[config.mk]
export PLATFORM = sky130hd
export DESIGN_NAME = filter_peak_sequencer
export DESIGN_NICKNAME = d
export VERILOG_FILES = /design/src/rtl/filter_peak_sequencer.sv
export SDC_FILE = /design/constraint.sdc
export NUM_CORES = 1
export LEC_CHECK = 0
export BUFFER_PORTS_ARGS = -buffer_cell sky130_fd_sc_hd__buf_2
export CAP_MARGIN = 20
export CORE_MARGIN = 1.5
export CORE_UTILIZATION = 56
export CTS_BUF_LIST = sky130_fd_sc_hd__clkbuf_4
export DETAILED_ROUTE_END_ITERATION = 8
export PLACE_DENSITY = 0.81
export SYNTH_ARGS = -nofsm -noshare
export SYNTH_HDL_FRONTEND = slang
export SYNTH_SLANG_ARGS = --single-unit
[constraint.sdc]
create_clock -name clk -period 3.57 [get_ports clk]
set_input_delay 0.714 -clock clk [delete_from_list [all_inputs] [get_ports clk]]
set_output_delay 0.714 -clock clk [all_outputs]
set_load 0.01 [all_outputs]
[src/rtl/filter_peak_sequencer.sv]
// Pulse-height event sequencer: waits out filter settling, finds threshold crossings,
// captures the peak over a fixed window and hands records out through a one-deep slot.
module filter_peak_sequencer #(
  parameter int DATA_W    = 16,
  parameter int TS_W      = 32,
  parameter int THRESHOLD = 100,
  parameter int SETTLE    = 32,
  parameter int PEAK_WIN  = 16,
  parameter int DEAD      = 8
) (
  input  logic              clk,
  input  logic              reset,
  input  logic              enable,
  input  logic [DATA_W-1:0] filt_data,
  output logic              ev_valid,
  input  logic              ev_ready,
  output logic [DATA_W-1:0] ev_amp,
  output logic [TS_W-1:0]   ev_time,
  output logic              ev_pileup,
  output logic [15:0]       drop_cnt,
  output logic              busy
);

  localparam int MAX_SP  = (SETTLE > PEAK_WIN) ? SETTLE : PEAK_WIN;
  localparam int MAX_CNT = (MAX_SP > DEAD) ? MAX_SP : DEAD;
  localparam int CNT_W   = $clog2(MAX_CNT + 1);

  localparam logic [CNT_W-1:0]  SETTLE_LAST = CNT_W'(SETTLE - 1);
  localparam logic [CNT_W-1:0]  WIN_END     = CNT_W'(PEAK_WIN);
  localparam logic [CNT_W-1:0]  DEAD_LAST   = CNT_W'(DEAD - 1);
  localparam logic [DATA_W-1:0] THRESH      = DATA_W'(THRESHOLD);

  typedef enum logic [2:0] {
    ST_SETTLE,
    ST_OFF,
    ST_IDLE,
    ST_ARM,
    ST_DEAD,
    ST_REARM
  } state_t;

  state_t            state_q, state_d;
  logic [CNT_W-1:0]  cnt_q, cnt_d;
  logic [TS_W-1:0]   ts_q, ts_d;
  logic [DATA_W-1:0] amp_q, amp_d;
  logic [TS_W-1:0]   cross_ts_q, cross_ts_d;
  logic              pileup_q, pileup_d;
  logic              below_q, below_d;
  logic              ev_valid_q, ev_valid_d;
  logic [DATA_W-1:0] ev_amp_q, ev_amp_d;
  logic [TS_W-1:0]   ev_time_q, ev_time_d;
  logic              ev_pileup_q, ev_pileup_d;
  logic [15:0]       drop_q, drop_d;
  logic              above;
  logic              offer;

  always_comb begin
    state_d     = state_q;
    cnt_d       = cnt_q;
    ts_d        = ts_q + TS_W'(1);
    amp_d       = amp_q;
    cross_ts_d  = cross_ts_q;
    pileup_d    = pileup_q;
    below_d     = below_q;
    ev_valid_d  = ev_valid_q;
    ev_amp_d    = ev_amp_q;
    ev_time_d   = ev_time_q;
    ev_pileup_d = ev_pileup_q;
    drop_d      = drop_q;
    offer       = 1'b0;
    above       = (filt_data > THRESH);

    if (ev_ready) begin
      ev_valid_d = 1'b0;
    end

    // Losing enable abandons any event in flight; the output slot is left alone.
    if (!enable && (state_q != ST_OFF)) begin
      state_d = ST_OFF;
      cnt_d   = '0;
    end else begin
      case (state_q)
        ST_SETTLE: begin
          if (cnt_q == SETTLE_LAST) begin
            state_d = ST_IDLE;
            cnt_d   = '0;
          end else begin
            cnt_d = cnt_q + CNT_W'(1);
          end
        end
        ST_OFF: begin
          if (enable) begin
            state_d = ST_SETTLE;
            cnt_d   = '0;
          end
        end
        ST_IDLE: begin
          if (above) begin
            state_d    = ST_ARM;
            amp_d      = filt_data;
            cross_ts_d = ts_q;
            pileup_d   = 1'b0;
            below_d    = 1'b0;
            cnt_d      = CNT_W'(1);
          end
        end
        ST_ARM: begin
          if (cnt_q == WIN_END) begin
            offer   = 1'b1;
            state_d = ST_DEAD;
            cnt_d   = '0;
          end else begin
            if (filt_data > amp_q) begin
              amp_d = filt_data;
            end
            // A dip below threshold followed by a fresh crossing marks a pile-up.
            if (!above) begin
              below_d = 1'b1;
            end else if (below_q) begin
              pileup_d = 1'b1;
            end
            cnt_d = cnt_q + CNT_W'(1);
          end
        end
        ST_DEAD: begin
          if (cnt_q == DEAD_LAST) begin
            state_d = ST_REARM;
            cnt_d   = '0;
          end else begin
            cnt_d = cnt_q + CNT_W'(1);
          end
        end
        ST_REARM: begin
          if (!above) begin
            state_d = ST_IDLE;
          end
        end
        default: begin
          state_d = ST_SETTLE;
          cnt_d   = '0;
        end
      endcase
    end

    if (offer) begin
      if (!ev_valid_q || ev_ready) begin
        ev_valid_d  = 1'b1;
        ev_amp_d    = amp_q;
        ev_time_d   = cross_ts_q;
        ev_pileup_d = pileup_q;
      end else if (drop_q != 16'hFFFF) begin
        drop_d = drop_q + 16'd1;
      end
    end
  end

  always_ff @(posedge clk or negedge reset) begin
    if (!reset) begin
      state_q     <= ST_SETTLE;
      cnt_q       <= '0;
      ts_q        <= '0;
      amp_q       <= '0;
      cross_ts_q  <= '0;
      pileup_q    <= 1'b0;
      below_q     <= 1'b0;
      ev_valid_q  <= 1'b0;
      ev_amp_q    <= '0;
      ev_time_q   <= '0;
      ev_pileup_q <= 1'b0;
      drop_q      <= '0;
    end else begin
      state_q     <= state_d;
      cnt_q       <= cnt_d;
      ts_q        <= ts_d;
      amp_q       <= amp_d;
      cross_ts_q  <= cross_ts_d;
      pileup_q    <= pileup_d;
      below_q     <= below_d;
      ev_valid_q  <= ev_valid_d;
      ev_amp_q    <= ev_amp_d;
      ev_time_q   <= ev_time_d;
      ev_pileup_q <= ev_pileup_d;
      drop_q      <= drop_d;
    end
  end

  assign ev_valid  = ev_valid_q;
  assign ev_amp    = ev_amp_q;
  assign ev_time   = ev_time_q;
  assign ev_pileup = ev_pileup_q;
  assign drop_cnt  = drop_q;
  assign busy      = (state_q != ST_IDLE) && (state_q != ST_OFF);

endmodule

### Word level (Yosys, flattened, before mapping)

Cells that the tools add are included.

* $add $sub $neg: 3
* $mul: 0
* divide/modulo/power cells: 0
* order comparisons: 2
* eq/ne operators: 24
* shift-type cells: 0
* multiplexer cells: 33
* bitwise logic cells: 2
* reductions and logical operators: 15

Operators with widths (number)
* $mux 16: 3
* $mux 6: 6
* $pmux 6 s6: 1
* $add 32x1->32 const B: 1
* $pmux 16 s2: 1
* $mux 3: 7
* $ne 3x3->1 const B: 6
* $pmux 3 s6: 1
* $add 16x1->16 const B: 1
* $gt 16x16->1: 1
* $gt 16x7->1 const B: 1
* $ne 16x16->1 const B: 1
* $ne 2x2->1 const B: 7
* $eq 6x5->1 const B: 2
* $mux 1: 12
* $reduce_and 6->1: 2
* $reduce_and 5->1: 2
* $reduce_and 3->1: 3
* $add 6x1->6 const B: 1
* $eq 3x2->1 const B: 2
* $eq 3x3->1 const B: 2
* $eq 6x3->1 const B: 1
* $pmux 1 s2: 2
* $eq 3x1->1 const B: 1
* other kinds (9): 12

* bits in registers: 157
* bits in latches: 0
* RAM bits: 0
* ROM bits: 0
* bits of input ports: 20
* output and inout bits: 67
* word-level logic and storage cells: 91
* memories kept: 0

### Longest topological paths before layout

Gate-level depths: netlist of run 1.

* depth in word-level cells: 5
* depth in mapped cells: 9
* depth with buffers taken out: 8

### Worst setup path before layout of run 1

Ideal clock, no wire load.

* path kind: input to register
* start point: input port filt_data[1]
* end point: register amp_q[10]
* library setup time: 0.127 ns
* data arrival time: 2.608 ns
* required time: 3.443 ns
* path slack: 0.835 ns
* cell stages on the path: 8
* path buffers: 1
* cell sequence: ha_1 -> nor2b_1 -> o211ai_1 -> a21boi_0 -> or4_1 -> a21boi_4 -> buf_6 -> mux2_1

* longest elaborated chain between the ends: 3
* elaborated cells on any way between the ends: 5
* classes of those cells: order compare (2); eq/ne (2); reduce/logical (1)

RTL lines
* start, declared: RTL line 14 `input logic [DATA_W-1:0] filt_data,`
* $gt 16x16->1 / $gt 16x7->1 (equally long branches): RTL line 113, 71
* $ne 2x2->1 (no line)
* $reduce_and 5->1 (no line) *
* end signal, assigned: RTL line 175 `amp_q <= amp_d;`
* end, declared: RTL line 45 `logic [DATA_W-1:0] amp_q, amp_d;`

Mark *: on every way between the ends. The rest lies on a longest branch, timed or not.
A chain may end at the register's enable or synchronous reset.

### Worst setup path after layout of run 1

* start point: register amp_q[15]
* end point: register amp_q[4]

* longest elaborated chain between the ends: 3

RTL lines
* $gt 16x16->1: RTL line 113 `if (filt_data > amp_q) begin`
* $ne 2x2->1 (no line)
* $reduce_and 5->1 (no line)

Every way passes these cells.

==> results by group, run 1 <==
Status
  – Status: complete, no violations

Clocking
  – CTS tree: yes
  – CTS buffer count: 17
  – Root buffer cell: clkbuf_4
  – Postcts setup bufs: 0
  – Clk slew on worst S/H paths: 0.12 ns
  – CTS resizes: 0
  – H-tree levels: 4
  – CTS max path bufs: 2
  – CTS Hold Bufs: 0
  – CTS sink cnt: 157
  – Clock Latency Late Sink: 0.54 ns

STA
  – Max Slew Vio Count: 0
  – Worst slew pin tran: 0.860 ns
  – Clock skew: 0.0142 ns
  – Fmax: 363 MHz
  – Fin crit period: 2.76 ns
  – Relative slew slack: 42.7%
  – Setup TNS: 0 ns
  – Final period util: 77.2%
  – Hold slack: 0.215 ns
  – Final setup fails: 0
  – Setup ws final: 0.813 ns
  – RSZ-0062 raised after global routing: no
  – Final Hold Viols: 0

Finish
  – Share of layout cells above drive strength 1: 30.8%
  – Fillers: 925
  – Area grow syn2layout: 13.4%
  – Commonest non-fill, non-tap cell in the layout: dfrtp_1
  – Commonest non-fill, non-tap cells in the layout: dfrtp_1 (157), buf_2 (85), mux2_2 (72)
  – Diodes inserted: 0
  – Design area: 0.00783 mm^2
  – Non-Filler Instances: 816
  – Final #Nets: 697
  – Multi-input logic area: 0.00282 mm^2
  – FF+latch area: 0.00393 mm^2

Power
  – Pwr/cell area: 400 mW/mm^2
  – Max VDD drop: 0.346 mV
  – P_leak: 4.02 nW

Worst setup path
  – CP endpoint kind: flip-flop
  – CP cell instances: inv_1 > ha_1 > nand4_1 > nor3_1 > a21boi_0 > or4_1 > a21boi_4 > mux2_2
  – Kind of critical path: flip-flop to flip-flop
  – Required @ worst endpoint: 4.00 ns
  – Reg2Reg Depth: 8
  – Crit path max-delay family: simple AND/OR/NAND/NOR gates
  – CP arrival: 3.19 ns
  – CP peak stage delay: 0.56 ns
  – Setup crit start: amp_q[15]
  – Critical R2R Launch: amp_q[15]
  – Critical Path Start Type: flip-flop
  – Slowest cell on the critical path: or4_1
  – Crit path depth: 8
  – Critical path peak fanout: 16
  – Crit path buf inv count: 1

Route
  – Drc violations: 0
  – Final ANT Viol Nets: 0
  – Via density: 5.55
  – Via count: 4529
  – DRT Pass-1 Iters: 4
  – Detailed Route WL: 12400 um
  – DR iter-0 viols: 213
  – Routed WL per cell: 15.1 um

Global route
  – Vias in the first global route: 4490
  – Global-route wire length before repair: 21200 um
  – GRT Residual Overflow: 0
  – Total Routing Usage GR: 20.8%
  – Largest net degree at the start of global routing: 95
  – Initial antenna violation count: 0

Placement
  – Placed Cells: 785
  – Placed cell area: 0.00751 mm^2
  – DP HPWL: 8670 um
  – Buffers on Ports: 86
  – Placer congestion estimate: 0.821
  – Dpl ws: 0.420 ns

Floorplan
  – FP Rows: 40
  – Die Width: 114 um
  – Initial core utilization: 57.5%
  – Die Area: 0.0130 mm^2
  – I/O pins: 87
  – Die span in y: 114 um
  – Core ar.: 0.0120 mm^2

Logic synthesis
  – Post-synthesis xor/xnor area fraction: 5.96%
  – Post-synth ARST share: 100%
  – Cell taking the most area after synthesis: dfrtp_1
  – Mapped Area: 0.00691 mm^2
  – Post-synth EDFFs: 0
  – Synth unique cells: 52
  – FF+latch count, synth: 157
  – Proportion of synthesized area in mux cells: 13.4%
  – Largest cells by area after synthesis: dfrtp_1 (57%), mux2_2 (12%), xnor2_1 (4.4%), ha_1 (3.6%), nand2_1 (2.7%)
  – Cells after Synth: 561
  – Synth warn: 0
  – Synth Net Count: 601
  – Area share of the largest cell type after synthesis: 56.9%
  – Sequential area share after synthesis: 56.9%
  – Adder-cell area share of the yosys netlist: 3.62%
  – Complex-gate fraction of the synthesized area: 6.11%
  – Primary FF master, synth: dfrtp_1
  – Largest family of logic cells by synthesized area: multiplexers
  – Simple-gate portion of the synthesized area: 11.8%
  – Syn Area/Cell: 12.3 um^2

Run
  – Max_cap viols: 0

Worst hold path
  – Hold Crit Class: primary input to asynchronous set/reset pin
metal layers:
layer,routed length [um],global-route usage [%],part of all wire [%],up-vias
li1,-,-,-,2169
met1,5730,27.3,46,2254
met2,5930,33.1,48,84
met3,413,5.88,3.3,22
met4,285,8.17,2.3,0
met5,0,0,0,-
through the flow:
step	util, %	power [mW]
finish	65.2	3.13
global route	65.2	3.27
CTS	65.2	3.18
detailed placement	62.6	2.02
global placement	62.6	2.00
floorplan	-	1.93
path summary, 6_finish.rpt:
check / to / slack (ns)
min reg2reg: ts_q[31] / 0.47
min: ev_amp[11] / 0.22
min in group clk: amp_q[11] / 0.41
max: amp_q[4] / 0.81
max reg2reg: amp_q[4] / 0.81
max in group asynchronous: ev_time[6] / 2.49
power by group:
part | switching [mW] | internal [mW]
registers | 0.0157 | 1.80
clock network | 0.591 | 0.561
logic | 0.102 | 0.0615
logic make-up (layout without fill, tap and decap cells):
| kind of cell | count (synthesis) | in the layout |
|---|---|---|
| buffers and inverters | 38 | 146 |
| AO/OA/AOI/OAI | 64 | 64 |
| multiplexers | 82 | 82 |
| XOR/XNOR | 47 | 47 |
| flip-flops | 157 | 157 |
| adder cells (fa/ha/maj) | 20 | 20 |
| AND/OR/NAND/NOR | 153 | 153 |
synth_stat cells (all sizes together), types with 4 or more instances:
| cell type | count |
|---|---|
| ha | 20 |
| inv | 23 |
| and4 | 6 |
| mux2 | 82 |
| nor3 | 7 |
| clkbuf | 9 |
| nand4 | 17 |
| dfrtp | 157 |
| o211ai | 4 |
| nor2b | 4 |
| nand2 | 49 |
| nand3 | 23 |
| buf | 6 |
| a21oi | 11 |
| nor2 | 22 |
| and3 | 8 |
| xnor2 | 35 |
| o31ai | 4 |
| xor2 | 12 |
| o21ai | 26 |
registers in the layout, summed over array words and instances (netlist names):
register / count
ts_q: 32
ev_amp: 16
below_q: 1
state_q: 3
drop_cnt: 16
amp_q: 16
cross_ts_q: 32
pileup_q: 1
ev_time: 32
ev_pileup: 1
ev_valid: 1
cnt_q: 6
layout make-up:
class / count / share of cell area (%)
inverter: 23 / 1.10
clock inverter: 12 / 2.19
sequential: 157 / 50.2
timing repair buffer: 92 / 6.31
multi-input combinational: 366 / 36.0
tap: 147 / 2.35
clock buffer: 19 / 1.82
Power figures use the tool's default switching activity.
==> run 2: changes to the inputs <==
Settings changed: ABC_AREA set to 1.
Clock period 3.57 ns to 2.6 ns, I/O delays scaled along.
==> results by group, run 2 <==
Status
  – Status: complete, no violations

Logic synthesis
  – Synth Net Count: 875 (+46%)
  – Adder-cell area share of the yosys netlist: 3.43% (-0.19 points)
  – Mapped Area: 0.00729 mm^2 (+5.6%)
  – Syn Area/Cell: 8.74 um^2 (-29%)
  – Most numerous cell in the Yosys netlist: nand2_1
  – Synth unique cells: 33 (-37%)
  – Largest family of logic cells by synthesized area: simple AND/OR/NAND/NOR gates
  – Area share of the largest cell type after synthesis: 53.9% (-3.0 points)
  – Simple-gate portion of the synthesized area: 22.7% (+11 points)
  – Sequential area share after synthesis: 53.9% (-3.0 points)
  – FF+latch count, synth: 157 (unchanged)
  – Proportion of synthesized area in mux cells: 0.206% (-13 points)
  – Post-synthesis xor/xnor area fraction: 5.28% (-0.68 points)
  – Largest cells by area after synthesis: dfrtp_1 (54%), nand2_1 (12%), o21ai_0 (5.2%), inv_1 (4.5%), ha_1 (3.4%)
  – Complex-gate fraction of the synthesized area: 8.03% (+1.9 points)
  – Post-synth EDFFs: 0 (unchanged)
  – Primary FF master, synth: dfrtp_1
  – Synth warn: 0 (unchanged)
  – Cell taking the most area after synthesis: dfrtp_1
  – Top cells by count, synth: nand2_1 (241), dfrtp_1 (157), inv_1 (88)
  – Cells after Synth: 835 (+49%)
  – Post-synth ARST share: 100% (unchanged)

Power
  – Max VDD drop: 0.457 mV (+32%)
  – Overall power: 5.88 mW (+88%)
  – P_leak: 4.12 nW (+2.4%)
  – Pwr/cell area: 707 mW/mm^2 (+77%)

Route
  – Via count: 5675 (+25%)
  – Via density: 5.10 (-8.1%)
  – DRT Pass-1 Iters: 5 (+1)
  – Detailed Route WL: 14100 um (+14%)
  – DR iter-0 viols: 505 (+140%)
  – Routed WL per cell: 12.6 um (-17%)
  – Drc violations: 0 (unchanged)
  – Final ANT Viol Nets: 0 (unchanged)

STA
  – Fmax: 461 MHz
  – Clock skew: 0.0161 ns (+0.00196 ns)
  – Worst slew pin tran: 0.574 ns (-0.286 ns)
  – Max Slew Vio Count: 0 (unchanged)
  – Final setup fails: 0 (unchanged)
  – RSZ-0062 raised after global routing: no
  – Fin crit period: 2.17 ns
  – Final period util: 83.4%
  – Final Hold Viols: 0 (unchanged)
  – Relative slew slack: 61.7% (+19 points)
  – Setup TNS: 0 ns (unchanged)

Worst setup path
  – Crit path depth: 7 (-1)
  – Reg2Reg Depth: 8 (unchanged)
  – Reg2reg setup slack: 0.61 ns (-0.20 ns)
  – Critical path peak fanout: 6 (-10)
  – CP peak stage delay: 0.43 ns (-0.13 ns)
  – Critical Path Start Type: flip-flop
  – Slowest cell on the critical path: dfrtp_1
  – Critical R2R Launch: cnt_q[0]
  – Kind of critical path: flip-flop to output port
  – RR Endpoint: amp_q[9]
  – Crit path max-delay family: flip-flops
  – CP cell instances: inv_2 > nand2_2 > inv_2 > nand2_2 > nand2_1 > inv_1 > buf_2
  – Required @ worst endpoint: 2.08 ns (-1.92 ns)
  – CP arrival: 1.65 ns (-1.54 ns)
  – Crit path buf inv count: 4 (+3)
  – CP endpoint kind: output port

Finish
  – Design area: 0.00832 mm^2 (+6.3%)
  – Diodes inserted: 0 (unchanged)
  – Commonest non-fill, non-tap cells in the layout: nand2_1 (241), dfrtp_1 (157), inv_1 (88)
  – Share of layout cells above drive strength 1: 16.0% (-15 points)
  – Non-Filler Instances: 1112 (+36%)
  – Commonest non-fill, non-tap cell in the layout: nand2_1
  – Fillers: 1063 (+15%)
  – Area grow syn2layout: 14.1%
  – Final #Nets: 967 (+39%)

Worst hold path
  – Hold Crit Start: filt_data[5]
  – Hold depth: 3
  – Hold Crit Class: primary input to flip-flop
  – WHS Endpoint: amp_q[5]

Placement
  – Placed cell area: 0.00794 mm^2 (+5.7%)
  – Buffers on Ports: 86 (unchanged)
  – Placed Cells: 1079 (+37%)
  – Placer congestion estimate: 0.886 (+7.9%)
  – DP HPWL: 10100 um (+16%)

Floorplan
  – Initial core utilization: 57.6% (+0.069 points)
  – Die Area: 0.0137 mm^2 (+5.5%)
  – I/O pins: 87 (unchanged)
  – Die span in y: 117 um (+2.7%)
  – Core ar.: 0.0127 mm^2 (+5.5%)
  – Die Width: 117 um (+2.7%)
  – FP Rows: 41 (+2.5%)

Global route
  – M3 GR Usage: 5.20% (-0.68 points)
  – Met1 usage: 30.3% (+3.0 points)
  – Global-route wire length before repair: 23600 um (+12%)
  – Total Routing Usage GR: 21.9% (+1.1 points)
  – Initial antenna violation count: 0 (unchanged)
  – Most Crowded Layer GR: met2
  – Grt met2 use: 35.2% (+2.2 points)
  – Largest net degree at the start of global routing: 68 (-28%)
  – Vias in the first global route: 5213 (+16%)
  – GRT Residual Overflow: 0 (unchanged)

Clocking
  – Postcts setup bufs: 0 (unchanged)
  – Root buffer cell: clkbuf_4
  – H-tree levels: 4 (unchanged)
  – Clk slew on worst S/H paths: 0.13 ns (about the same)
  – CTS sink cnt: 157 (unchanged)
  – CTS max path bufs: 2 (unchanged)
  – CTS tree: yes
  – CTS buffer count: 17 (unchanged)
  – Clock Latency Late Sink: 0.54 ns (about the same)

Run
  – Max_cap viols: 0 (unchanged)
[run 2: worst reg2reg max path, stage by stage (launching register included)]
cell	delay, ns
dfrtp_1	0.43
inv_1	0.08
ha_1	0.23
nand4_2	0.13
nand2_1	0.10
nor2_4	0.40
nand2_2	0.32
nand2_1	0.16
nand2_1	0.07
[run 2: logic make-up (layout without fill, tap and decap cells)]
kind of cell	count (synthesis)	in the layout
AND/OR/NAND/NOR	385	385
XOR/XNOR	44	44
multiplexers	1	1
AO/OA/AOI/OAI	111	111
buffers and inverters	117	222
flip-flops	157	157
adder cells (fa/ha/maj)	20	20
[run 2: timing repair]
| action | CTS | global route |
|---|---|---|
| hold endpoints to repair | 49 | 0 |
| hold buffers | 1 | 0 |
| gates resized for setup | 0 | 0 |
[run 2: per-stage QoR]
| stage | hold WS (ns) | utilization [%] | setup slack [ns] |
|---|---|---|---|
| 5_1_grt | 0.193 | 65.7 | 0.276 |
| 3_5_place_dp | 0.463 | 62.7 | 0.510 |
| 6_report | 0.239 | 65.7 | 0.432 |
| 2_1_floorplan | 0.224 | - | 0.694 |
| 3_3_place_gp | 0.455 | 62.7 | 0.576 |
| 4_1_cts | 0.205 | 65.7 | 0.371 |
[run 2: per-layer routing]
| layer | wire length (um) | vias up |
|---|---|---|
| li1 | - | 2872 |
| met1 | 6720 | 2647 |
| met2 | 6530 | 138 |
| met3 | 647 | 18 |
| met4 | 153 | 0 |
| met5 | 0 | - |
[run 2: how the worst max path moves through the flow]
| stage | endpoint | from | slack (ns) |
|---|---|---|---|
| after detailed placement | amp_q[2] | filt_data[0] | 0.51 |
| final | busy | state_q[2] | 0.43 |
| after CTS | busy | state_q[2] | 0.37 |
| after floorplan | amp_q[10] | filt_data[15] | 0.69 |
| after global placement | amp_q[11] | filt_data[0] | 0.58 |
| after global routing | busy | state_q[2] | 0.28 |
[run 2: area by class of cell]
cell class	count	area [um^2]	area share (%)
clock buffers	17	128	1.53
inverters	94	353	4.24
repair buffers	96	552	6.63
multi-input cells	561	2900	34.9
well taps	172	215	2.59
clock inverters	15	244	2.93
flip-flops and latches	157	3930	47.2
[run 2: where the power goes]
group	internal, mW	switching (mW)	leakage [nW]	total (mW)
sequential	2.69	0.137	1.86	2.83
combinational	0.420	0.818	2.07	1.24
clock	0.956	0.862	0.190	1.82
